[config.mk]
export PLATFORM = sky130hd
export DESIGN_NAME = vg_trap
export DESIGN_NICKNAME = d
export VERILOG_FILES = /design/src/rtl/vg_trap.sv
export SDC_FILE = /design/constraint.sdc
export NUM_CORES = 1
export LEC_CHECK = 0
export CAP_MARGIN = 15
export CORE_UTILIZATION = 55
export CTS_CLUSTER_DIAMETER = 50
export DETAILED_ROUTE_END_ITERATION = 8
export GPL_TIMING_DRIVEN = 1
export HOLD_SLACK_MARGIN = 0.03
export PLACE_DENSITY = 0.82
export SLEW_MARGIN = 20
export SYNTH_ARGS = -nofsm -noshare
export SYNTH_HDL_FRONTEND = slang
export SYNTH_SLANG_ARGS = --single-unit
[constraint.sdc]
create_clock -name fclk -period 3.7 [get_ports fclk]
set_clock_uncertainty 0.05 [all_clocks]
set_input_delay 0.37 -clock fclk [delete_from_list [all_inputs] [get_ports fclk]]
set_output_delay 0.37 -clock fclk [all_outputs]
set_load 0.01 [all_outputs]
[src/rtl/vg_trap.sv]
// rtl/vg_trap.sv - VG93 port trap front end: access strobe, NMI request, emulation window
module vg_trap (
   input  logic       fclk,
   input  logic       rst_n,
   input  logic       dos,
   input  logic       in_trdemu,
   input  logic [3:0] fdd_mask,
   input  logic [7:0] a,
   input  logic [7:0] din,
   input  logic       iowr_stb,
   input  logic       iord_stb,
   input  logic       iord,
   output logic       vg_rdwr_fclk,
   output logic [1:0] vg_a,
   output logic       clr_nmi,
   output logic       nmi_req,
   output logic [7:0] dout,
   output logic       dout_oe
);

   typedef enum logic [1:0] {
      ST_IDLE    = 2'd0,
      ST_PEND    = 2'd1,
      ST_SERVICE = 2'd2
   } state_t;

   state_t      state, state_nx;
   logic [1:0]  trap_a;
   logic        trap_wr;
   logic [7:0]  trap_data;
   logic        overrun;
   logic [7:0]  shadow [4];

   logic [1:0]  idx;
   logic        vgport;
   logic        acc;
   logic        trap;
   logic        shadow_port;
   logic        sel_stat;
   logic        sel_data;
   logic        sel_clr;

   assign idx         = a[6:5];
   assign vgport      = ~a[7] & (a[4:0] == 5'h1F);
   assign acc         = (iord_stb | iowr_stb) & dos & vgport;
   assign trap        = acc & ~in_trdemu & fdd_mask[idx];
   assign shadow_port = in_trdemu & ~a[7] & (a[4:0] == 5'h1E);
   assign sel_stat    = in_trdemu & (a == 8'h9E);
   assign sel_data    = in_trdemu & (a == 8'hDE);
   assign sel_clr     = in_trdemu & (a == 8'hBE);

   always_comb begin
      state_nx = state;
      case (state)
         ST_IDLE:    if (trap)      state_nx = ST_PEND;
         ST_PEND:    if (in_trdemu) state_nx = ST_SERVICE;
         ST_SERVICE: if (clr_nmi)   state_nx = ST_IDLE;
         default:                   state_nx = ST_IDLE;
      endcase
   end

   // nmi_req is a flop of its own so it follows state edges without decode glitches
   always_ff @(posedge fclk or negedge rst_n) begin
      if (!rst_n) begin
         state   <= ST_IDLE;
         nmi_req <= 1'b0;
      end else begin
         state   <= state_nx;
         nmi_req <= (state_nx == ST_PEND);
      end
   end

   always_ff @(posedge fclk or negedge rst_n) begin
      if (!rst_n) begin
         trap_a    <= 2'd0;
         trap_wr   <= 1'b0;
         trap_data <= 8'h00;
         overrun   <= 1'b0;
      end else begin
         if (state == ST_IDLE && trap) begin
            trap_a    <= idx;
            trap_wr   <= iowr_stb;
            trap_data <= iowr_stb ? din : 8'h00;
         end
         if (clr_nmi)
            overrun <= 1'b0;
         else if (state == ST_PEND && trap)
            overrun <= 1'b1;
      end
   end

   always_ff @(posedge fclk or negedge rst_n) begin
      if (!rst_n) begin
         vg_rdwr_fclk <= 1'b0;
         vg_a         <= 2'd0;
         clr_nmi      <= 1'b0;
         for (int i = 0; i < 4; i++) shadow[i] <= 8'h00;
      end else begin
         vg_rdwr_fclk <= acc;
         if (acc) vg_a <= idx;
         clr_nmi <= iowr_stb & sel_clr;
         if (iowr_stb && shadow_port) shadow[idx] <= din;
      end
   end

   always_comb begin
      dout    = 8'h00;
      dout_oe = 1'b0;
      if (iord) begin
         if (dos && vgport && fdd_mask[idx]) begin
            dout    = shadow[idx];
            dout_oe = 1'b1;
         end else if (sel_stat) begin
            dout    = {trap_wr, overrun, 4'b0000, trap_a};
            dout_oe = 1'b1;
         end else if (sel_data) begin
            dout    = trap_data;
            dout_oe = 1'b1;
         end
      end
   end

endmodule

* Yosys cells after proc, flatten, opt, wreduce, memory -nomap -nowiden *
Index checks and enable logic that the tools add are counted.

storage, ports and cells
  flip-flop bits (word level) = 51
  bits of input ports = 27
  output and inout port bits = 14
  word-level logic and storage cells = 70

cells by class
  order comparisons = 3
  equality and inequality tests = 8
  mux-type cells = 23
  bitwise logic cells = 15
  reduce and logical (&&, ||, !) cells = 8

operator list
  cell                                                                          count
  8-bit 2-to-1 mux                                                              8
  32-bit bitwise mux                                                            1
  8-bit equality test, second input constant                                    3
  8-bit binary-select mux with 2-bit select                                     1
  8-bit demux with 2-bit select                                                 1
  1-bit AND                                                                     11
  5-bit equality test, second input constant                                    2
  1-bit 2-to-1 mux                                                              7
  1-bit logical AND                                                             6
  2-bit 2-to-1 mux                                                              3
  2-bit one-hot mux with 3 select lines                                         1
  2-bit by 1-bit equality test with 1-bit output, second input constant         2
  3-bit >= comparator, second input constant                                    1
  2-bit by 3-bit less-than comparator with 1-bit output, second input constant  1
  3-bit by 1-bit less-than comparator with 1-bit output, second input constant  1
  2-bit inverter with 3-bit output                                              1
  1-bit binary-select mux with 2-bit select                                     1
  2-bit equality test, second input constant                                    1
  2-bit zero test                                                               1
  1-bit inverter                                                                2
  2-bit nonzero test                                                            1
  1-bit bitwise OR                                                              1

* Depth between registers and ports, before layout *
Gate-level depths: netlist of the first run.

  depth in word-level cells = 8
  gate-level depth with buffers = 6
  mapped depth without buffers = 4

* Least setup slack after synthesis of the first run *
OpenSTA, ideal clock, no wires.

  path kind = input -> output
  from = input port a[5]
  to = output port dout[0]
  arrival time = 1.752 ns
  required time = 3.280 ns
  path slack = 1.528 ns
  cell stages on the path = 5
  buffers on the path = 1
  path through = buf_2 -> mux4_2 -> nand3_1 -> nor2_1 -> a211oi_1

on the way
  longest elaborated chain between the ends = 6
  elaborated cells on any way between the ends = 15
  classes of those cells = 2 x eq/ne; 9 x mux; 3 x bitwise; 1 x reduce/logical

ends and longest elaborated chain
  element                                                                  RTL line  RTL
  start, declared                                                          8         input logic [7:0] a,
  8-bit equality test or 2-bit inverter with 3-bit output (tied branches)  49, 111
  1-bit AND or 8-bit binary-select mux with 2-bit select (tied branches)   49, 111
  8-bit 2-to-1 mux, on equally long branches                               116, 111
  8-bit 2-to-1 mux, on equally long branches                               113, 111
  8-bit 2-to-1 mux *                                                       110       if (dos && vgport && fdd_mask[idx]) begin
  8-bit 2-to-1 mux *                                                       109       if (iord) begin
  end, declared                                                            17        output logic [7:0] dout,

Mark *: on every way between the ends. The rest lies on a longest branch, timed or not. The select of a mux whose other input is x is not followed.

* Worst setup path after layout of the first run *
  from = input port a[5]
  to = output port dout[6]

Same word-level chain as after synthesis.

==> metrics.md, run 1 <==
| Metric | Value |
|---|---|
| Clock tree buffer depth | `2` |
| Placed wire-length estimate after detailed placement | `3840 um` |
| Proportion of synthesized chip area in sequential cells | `between 50% and 60%` |
| Via count | `about 1700` |
| # clock sinks | `about 50` |
| Quantity of I/O buffers inserted on ports | `40` |
| Rows | `24` |
| Static Leak | `~0.0015 uW` |
| Pwr/cell area | `323 nW/um2` |
| Synth Area in Simple Gates | `13.0%` |
| Largest net degree at the start of global routing | `52` |
| Maximum vdd drop | `0.000247 V` |
| Count of pins on the block boundary | `41` |
| Latest clock arrival within the worst-skew pair | `0.30 ns` |
| Most frequent cells after synthesis | `51 x dfrtp_1, 37 x mux2_2, 13 x nand2_1` |
| Number of detailed-routing iterations run before antenna repair | `4` |
| RSZ-0062 raised after global routing | `no` |
| First-pass GRT wire length | `8960 um` |
| Post-Synth XOR/XNOR Area | `0%` |
| Cell chain of the critical path | `clkdlybuf4s50_1 -> buf_4 -> nand4bb_1 -> or3_1 -> mux2i_1 -> a211oi_1 -> clkdlybuf4s50_1` |
| Library cell used as clock root buffer | `clkbuf_8` |
| Endpoint of the worst-slack reg-to-reg timing path | `trap_wr` |
| Cell accounting for the most synthesized area | `dfrtp_1` |
| Fraction of synthesis flops using an asynchronous set or reset pin | `100%` |
| Share of post-route cells with drive strength above 1 | `26.8%` |
| Share of the clock period used by the worst path after layout | `between 80% and 90%` |
| Endpoint kind of the worst setup timing path | `primary output` |
| CP endpoint | `dout[6]` |
| Post-synth EDFFs | `0` |
| Avg WL per Cell | `19.0 um` |
| Share of synthesized cell area in full adder, half adder and majority cells | `0%` |
| Share of Yosys cell area claimed by the top area cell type | `about half` |
| Type of the worst min-delay path | `input pin to async pin` |
| Area of combinational cells with multiple inputs | `1130 um2` |
| Flop-to-flop setup slack | `1.96 ns` |
| Flip-flop and latch count after synthesis | `51` |
| Sequential group share of total power | `59.3%` |
| Average via count per standard cell | `5.97` |
| Total overflow reported by the global router | `0` |
| Number of global-route vias before repair | `1846` |
| Area overhead of the layout relative to synthesis | `21.3%` |
| Most used flip-flop cell after synthesis | `dfrtp_1` |
| Share of total power in combinational logic | `10.7%` |
| Final routed wirelength across all metal layers | `5310 um` |
| Synth unique cells | `29` |
| Final hold violation count | `0` |
| Min cycle time layout | `3.16 ns` |
| CP required | `approximately 3.3 ns` |
| Syn nets | `213` |
| YS warnings | `0` |
| Power share of the clock group | `a little under a third` |
| Largest stage delay, worst path | `about 0.58 ns` |
| CTS tree | `built` |
| Total standard cell area after synthesis | `2480 um2` |
| Number of DRC markers in iteration 0 | `around 100` |
| Core box area | `about 4400 um2` |
| Net total in the final layout | `roughly 260` |
| P_int | `approximately 750 uW` |
| Final count of negative-setup-slack endpoints | `0` |
| Max Fanout on Critical Path | `9` |
| Startpoint type of the worst setup path | `input pin` |
| Startpoint-to-endpoint class of the critical path | `input pin to primary output` |
| Mux cell area share after synthesis | `29.8%` |
| Most common cell in the synthesized netlist | `dfrtp_1` |
| Arr. time, crit path | `2.74 ns` |
| Largest family of logic cells by synthesized area | `multiplexers` |
| Max-capacitance violation count | `0` |
| Placed Area | `around 3000 um2` |
| Total net switching power | `221 uW` |
| GRT Util Overall | `24.7%` |
| Fraction of power spent switching nets | `between 20% and 30%` |
| Reg area | `1280 um2` |
| Number of filler cells placed in the layout | `around 320` |
| Compound-gate portion of the synthesized area | `2.98%` |
| Depth of the most critical reg-to-reg path | `4` |
| Number of instances in the synthesized netlist | `186` |
| Cell types occupying the most area after synthesis | `dfrtp_1 51%, mux2_2 17%, mux4_2 8.2%, mux2i_1 4.8%, nand2_1 2.0%` |
| Register clock-pin slew on the reported worst setup and hold paths | `0.08 ns` |
| Startpoint of the most critical setup path | `a[5]` |
| Setup Buffers After CTS | `0` |
| Setup_tns | `0 ns` |
| Die Height | `69.2 um` |
| Weighted congestion reported at the end of routability-driven placement | `approximately 0.84` |
| Effective utilization at floorplan | `57.0%` |
| DIE AREA | `4780 um2` |
| Max H-tree Level | `2` |
| Resized cells post-CTS | `0` |
| Total CTS buffers | `5` |
| Number of pins with negative max-slew slack in the final report | `0` |
| Number of antenna violations at the first check in global routing | `0` |
| ANT nets after route | `0` |
| Antenna fix cells | `0` |
| Number of design rule violations left after detail routing | `0` |
| CP dominant cell by count | `clkdlybuf4s50_1` |
| Floorplan die width | `~69 um` |
| Worst path slowest cell | `clkdlybuf4s50_1` |
| Quantity of hold-fixing buffers added after cts | `0` |
| Startpoint of the worst register-to-register path | `state[1]` |
| Worst-case headroom to the max-slew limit | `between 50% and 60%` |
| Maximum clock frequency | `317 MHz` |
| Run status | `completed` |
| Post-route standard cell area excluding fillers | `3010 um2` |
| Actual transition at the worst max-transition pin | `0.625 ns` |
| Post-synthesis area per instance | `13.3 um2` |
==> worst max-delay path, delay by kind of cell <==
kind                   cells  cell delay (ns)
muxes                      1             0.15
and+or+nand+nor            2             0.67
buffers and inverters      3             1.27
AOI/OAI and AO/OA          1             0.27
==> sequential cells by signal, summed over array words and instances (netlist names) <==
name,flops
nmi_req,1
trap_wr,1
state,2
vg_a,2
shadow,32
overrun,1
clr_nmi,1
trap_data,8
trap_a,2
vg_rdwr_fclk,1
==> how the worst min path moves through the flow <==
stage	start	slack, ns	to	depth (start not counted)
final	rst_n	0.03	trap_data[1]	1
after global routing	rst_n	0.07	trap_data[1]	1
after CTS	rst_n	0.27	trap_data[6]	1
after detailed placement	clr_nmi	0.41	overrun	1
after global placement	clr_nmi	0.40	overrun	1
after floorplan	rst_n	0.02	clr_nmi	0
==> layer usage <==
layer	global-route usage, %	routed length, um	vias to the layer above
li1	-	-	759
met1	29.8	2180	846
met2	43.1	2740	55
met3	5.85	279	12
met4	8.84	109	0
met5	0	0	-
==> kinds of logic (layout without fill, tap and decap cells) <==
| kind of cell | Yosys count | in the layout |
|---|---|---|
| DFF | 51 | 51 |
| AOI/OAI and AO/OA | 10 | 10 |
| muxes | 58 | 58 |
| buffers and inverters | 17 | 59 |
| and+or+nand+nor | 50 | 50 |
==> final cells by class <==
class / instances / area share (%)
Tap cell: 52 / 2.16
Clock buffer: 6 / 2.41
Timing Repair Buffer: 44 / 14.2
Multi-Input combinational cell: 118 / 37.7
Sequential cell: 51 / 42.4
Inverter: 9 / 1.12
==> power groups by stage <==
| stage | clock network, uW | logic [uW] | registers, uW |
|---|---|---|---|
| after floorplan | 0 | 41.3 | 586 |
| after global placement | 0 | 101 | 586 |
| after detailed placement | 0 | 104 | 587 |
| after CTS | 298 | 105 | 576 |
| after global routing | 322 | 112 | 578 |
| final | 292 | 104 | 576 |
==> cell usage in the layout, fill, tap and decap left out, types with 2 or more instances in the layout <==
master           count
inv_1                9
and3_1               2
nand3b_1             3
nor3b_4              2
mux4_2               9
nor2_1               8
a211oi_1             3
buf_4                5
mux2i_1             12
nand3_1              3
or3_1                2
clkbuf_8             5
clkdlybuf4s50_1     39
nor2b_1              5
nand2_1             13
dfrtp_1             51
mux2_2              37
a22oi_1              4
nor3_1               4
==> per-stage QoR <==
stage               util (%)  hold slack [ns]  power (uW)  std cells  setup WS (ns)
floorplan                  -           0.0244         627        186           1.53
global placement        67.4            0.401         687        274          0.594
detailed placement      67.4            0.413         692        274          0.541
CTS                     69.1            0.266         979        280          0.540
global route            69.1           0.0703        1010        280          0.408
finish                  69.1           0.0271         972        280          0.543
Power figures use the tool's default switching activity.
==> run 2, diff against run 1 <==
--- a/config.mk
+++ b/config.mk
@@ -8,6 +8,7 @@
 export CAP_MARGIN = 15
 export CORE_UTILIZATION = 55
 export CTS_CLUSTER_DIAMETER = 50
+export CTS_CLUSTER_SIZE = 12
 export DETAILED_ROUTE_END_ITERATION = 8
 export GPL_TIMING_DRIVEN = 1
 export HOLD_SLACK_MARGIN = 0.03
==> results of run 2 <==
Same layout as run 1: the final DEF is identical, and so are final timing and power.
==> run 3, diff against run 2 <==
--- a/config.mk
+++ b/config.mk
@@ -11,8 +11,9 @@
 export CTS_CLUSTER_SIZE = 12
 export DETAILED_ROUTE_END_ITERATION = 8
 export GPL_TIMING_DRIVEN = 1
-export HOLD_SLACK_MARGIN = 0.03
+export HOLD_SLACK_MARGIN = 0.12
 export PLACE_DENSITY = 0.82
+export SETUP_SLACK_MARGIN = 0.05
 export SLEW_MARGIN = 20
 export SYNTH_ARGS = -nofsm -noshare
 export SYNTH_HDL_FRONTEND = slang
==> run 3 against run 2 <==
Count of clock-buffer cells in the layout stayed put. Highest routed layer unchanged. Cell count is 0.36% higher. Sequential share of layout area is 0.14 points lower. Combinational power hardly changed. Via count is 0.24% lower. First-iteration DRC count is 1.9% lower. Flip-flop and latch count stayed put.
==> metrics.md, run 3 (synthesis results as in run 1) <==
| Metric | Value |
|---|---|
| ANT nets after route | `0` |
| Number of pins with negative max-slew slack in the final report | `0` |
| Final count of negative-setup-slack endpoints | `0` |
| Share of total power in combinational logic | `10.8%` |
| Core box area | `4350 um2` |
| Number of flip-flops in the largest register | `32` |
| Worst Min Path Start | `clr_nmi` |
| Delay-heaviest family, CP | `buffers and inverters` |
| Total CTS buffers | `5` |
| Placed wire-length estimate after detailed placement | `3840 um` |
| Final hold violation count | `0` |
| Total overflow reported by the global router | `0` |
| Post-route standard cell area excluding fillers | `3020 um2` |
| First-pass GRT wire length | `around 9000 um` |
| Floorplan die width | `69.2 um` |
| Actual transition at the worst max-transition pin | `0.630 ns` |
| Largest net degree at the start of global routing | `52` |
| Place WS | `0.541 ns` |
| Startpoint-to-endpoint class of the critical path | `input pin to primary output` |
| Worst-case headroom to the max-slew limit | `between 50% and 60%` |
| Max H-tree Level | `2` |
| Placed Area | `2940 um2` |
| Antenna fix cells | `0` |
| Cell chain of the critical path | `clkdlybuf4s50_1 -> buf_4 -> nand4bb_1 -> or3_1 -> mux2i_1 -> a211oi_1 -> clkdlybuf4s50_1` |
| Register containing the most flip-flops in the final layout | `shadow` |
| Max-capacitance violation count | `0` |
| Quantity of I/O buffers inserted on ports | `40` |
| Maximum vdd drop | `0.000247 V` |
| Static Leak | `between 0.001 and 0.0015 uW` |
| Library cell used as clock root buffer | `clkbuf_8` |
| Max Fanout on Critical Path | `9` |
| Leading cell types in the layout, fill and taps excluded | `51 x dfrtp_1, 39 x clkdlybuf4s50_1, 37 x mux2_2` |
| Total net switching power | `~220 uW` |
| Register clock-pin slew on the reported worst setup and hold paths | `0.09 ns` |
| Buf+Inv Stages, Crit Path | `3` |
| Avg WL per Cell | `18.8 um` |
| Weighted congestion reported at the end of routability-driven placement | `0.841` |
| Via count | `1668` |
| Startpoint type of the worst setup path | `input pin` |
| Startpoint of the most critical setup path | `a[5]` |
| Final routed wirelength across all metal layers | `5290 um` |
| Min cycle time layout | `3.16 ns` |
| CP dominant cell by count | `clkdlybuf4s50_1` |
| Power share of the clock group | `30.0%` |
| Post-route insts no fill | `281` |
| CP required | `3.28 ns` |
| Fraction of power spent switching nets | `between 20% and 30%` |
| Average via count per standard cell | `5.94` |
| Startpoint of the worst register-to-register path | `state[1]` |
| Number of filler cells placed in the layout | `317` |
| Sequential group share of total power | `59.2%` |
| Number of global-route vias before repair | `1846` |
| Share of the clock period used by the worst path after layout | `roughly 85%` |
| Net total in the final layout | `approximately 260` |
| Share of post-route cells with drive strength above 1 | `26.6%` |
| Effective utilization at floorplan | `57.0%` |
| Largest stage delay, worst path | `0.58 ns` |
| # clock sinks | `51` |
| Maximum clock frequency | `317 MHz` |
| Clock tree buffer depth | `2` |
| RSZ-0062 raised after global routing | `no` |
| DIE AREA | `between 4000 and 5000 um2` |
| Number of DRC markers in iteration 0 | `102` |
| Count of pins on the block boundary | `41` |
| Endpoint kind of the worst setup timing path | `primary output` |
| Fin worst setup slack | `about 0.54 ns` |
| Die Height | `69.2 um` |
| Flop-to-flop setup slack | `1.95 ns` |
| Placed cell count | `274` |
| Worst path slowest cell | `clkdlybuf4s50_1` |
| Pwr/cell area | `322 nW/um2` |
| CTS tree | `built` |
| Number of design rule violations left after detail routing | `0` |
| Area overhead of the layout relative to synthesis | `21.7%` |
| Run status | `completed` |
| Number of antenna violations at the first check in global routing | `0` |
| Setup_tns | `0 ns` |
| Setup Buffers After CTS | `0` |
| Arr. time, crit path | `2.74 ns` |
| P_int | `752 uW` |
| Number of detailed-routing iterations run before antenna repair | `4` |
| GRT Util Overall | `24.7%` |
| Latest clock arrival within the worst-skew pair | `0.30 ns` |
| Rows | `24` |
| Type of the worst min-delay path | `register to register` |
| Biggest regs | `shadow: 32 flops, trap_data: 8 flops` |
| Leading cell type in the layout, fill and taps excluded | `dfrtp_1` |
==> run 3: metal layers <==
metal	up-vias	global-route usage [%]	share of wire (%)
li1	761	-	-
met1	853	29.8	42
met2	43	43.1	52
met3	11	5.85	4.2
met4	0	8.84	2.1
met5	-	0	0
==> run 3: layout make-up <==
class                           instances  area (um2)  share of cell area (%)
Clock buffer                            6        72.6                    2.40
Inverter                                9        33.8                    1.12
Multi-Input combinational cell        118        1130                    37.6
Sequential cell                        51        1280                    42.3
Tap cell                               52        65.1                    2.15
Timing Repair Buffer                   45         438                    14.5
==> run 3: final timing paths <==
path                           endpoint  depth (start not counted)
setup reg to reg                trap_wr                          4
setup / recovery                dout[6]                          7
min in group asynchronous  trap_data[6]                          2
hold / removal                  overrun                          1
max in group asynchronous    shadow[16]                          2
hold reg to reg                 overrun                          1
==> run 3: what timing repair did <==
item | 4_1_cts | 5_1_grt
hold endpoints to repair | 0 | 51
endpoints found under the setup margin | 0 | 0
resized for setup | 0 | 0
hold buffers | 0 | 1
==> run 3: power groups by stage <==
stage / logic (uW) / clock network (uW) / registers (uW)
after floorplan: 41.3 / 0 / 586
after global placement: 101 / 0 / 586
after detailed placement: 104 / 0 / 587
after CTS: 105 / 298 / 576
after global routing: 113 / 322 / 578
final: 105 / 292 / 576
==> run 3: worst register-to-register path, stage by stage, from the launching register on <==
cell     delay, ns
dfrtp_1       0.42
nor3_1        0.18
nand4_1       0.37
buf_4         0.33
mux2_2        0.28
==> run 3: through the flow <==
stage                     total power [uW]  utilization, %  hold WS [ns]
final                                  972            69.4         0.428
after global routing                  1010            69.4         0.454
after CTS                              979            69.1         0.266
after detailed placement               692            67.4         0.413
after global placement                 687            67.4         0.401
after floorplan                        627               -        0.0244
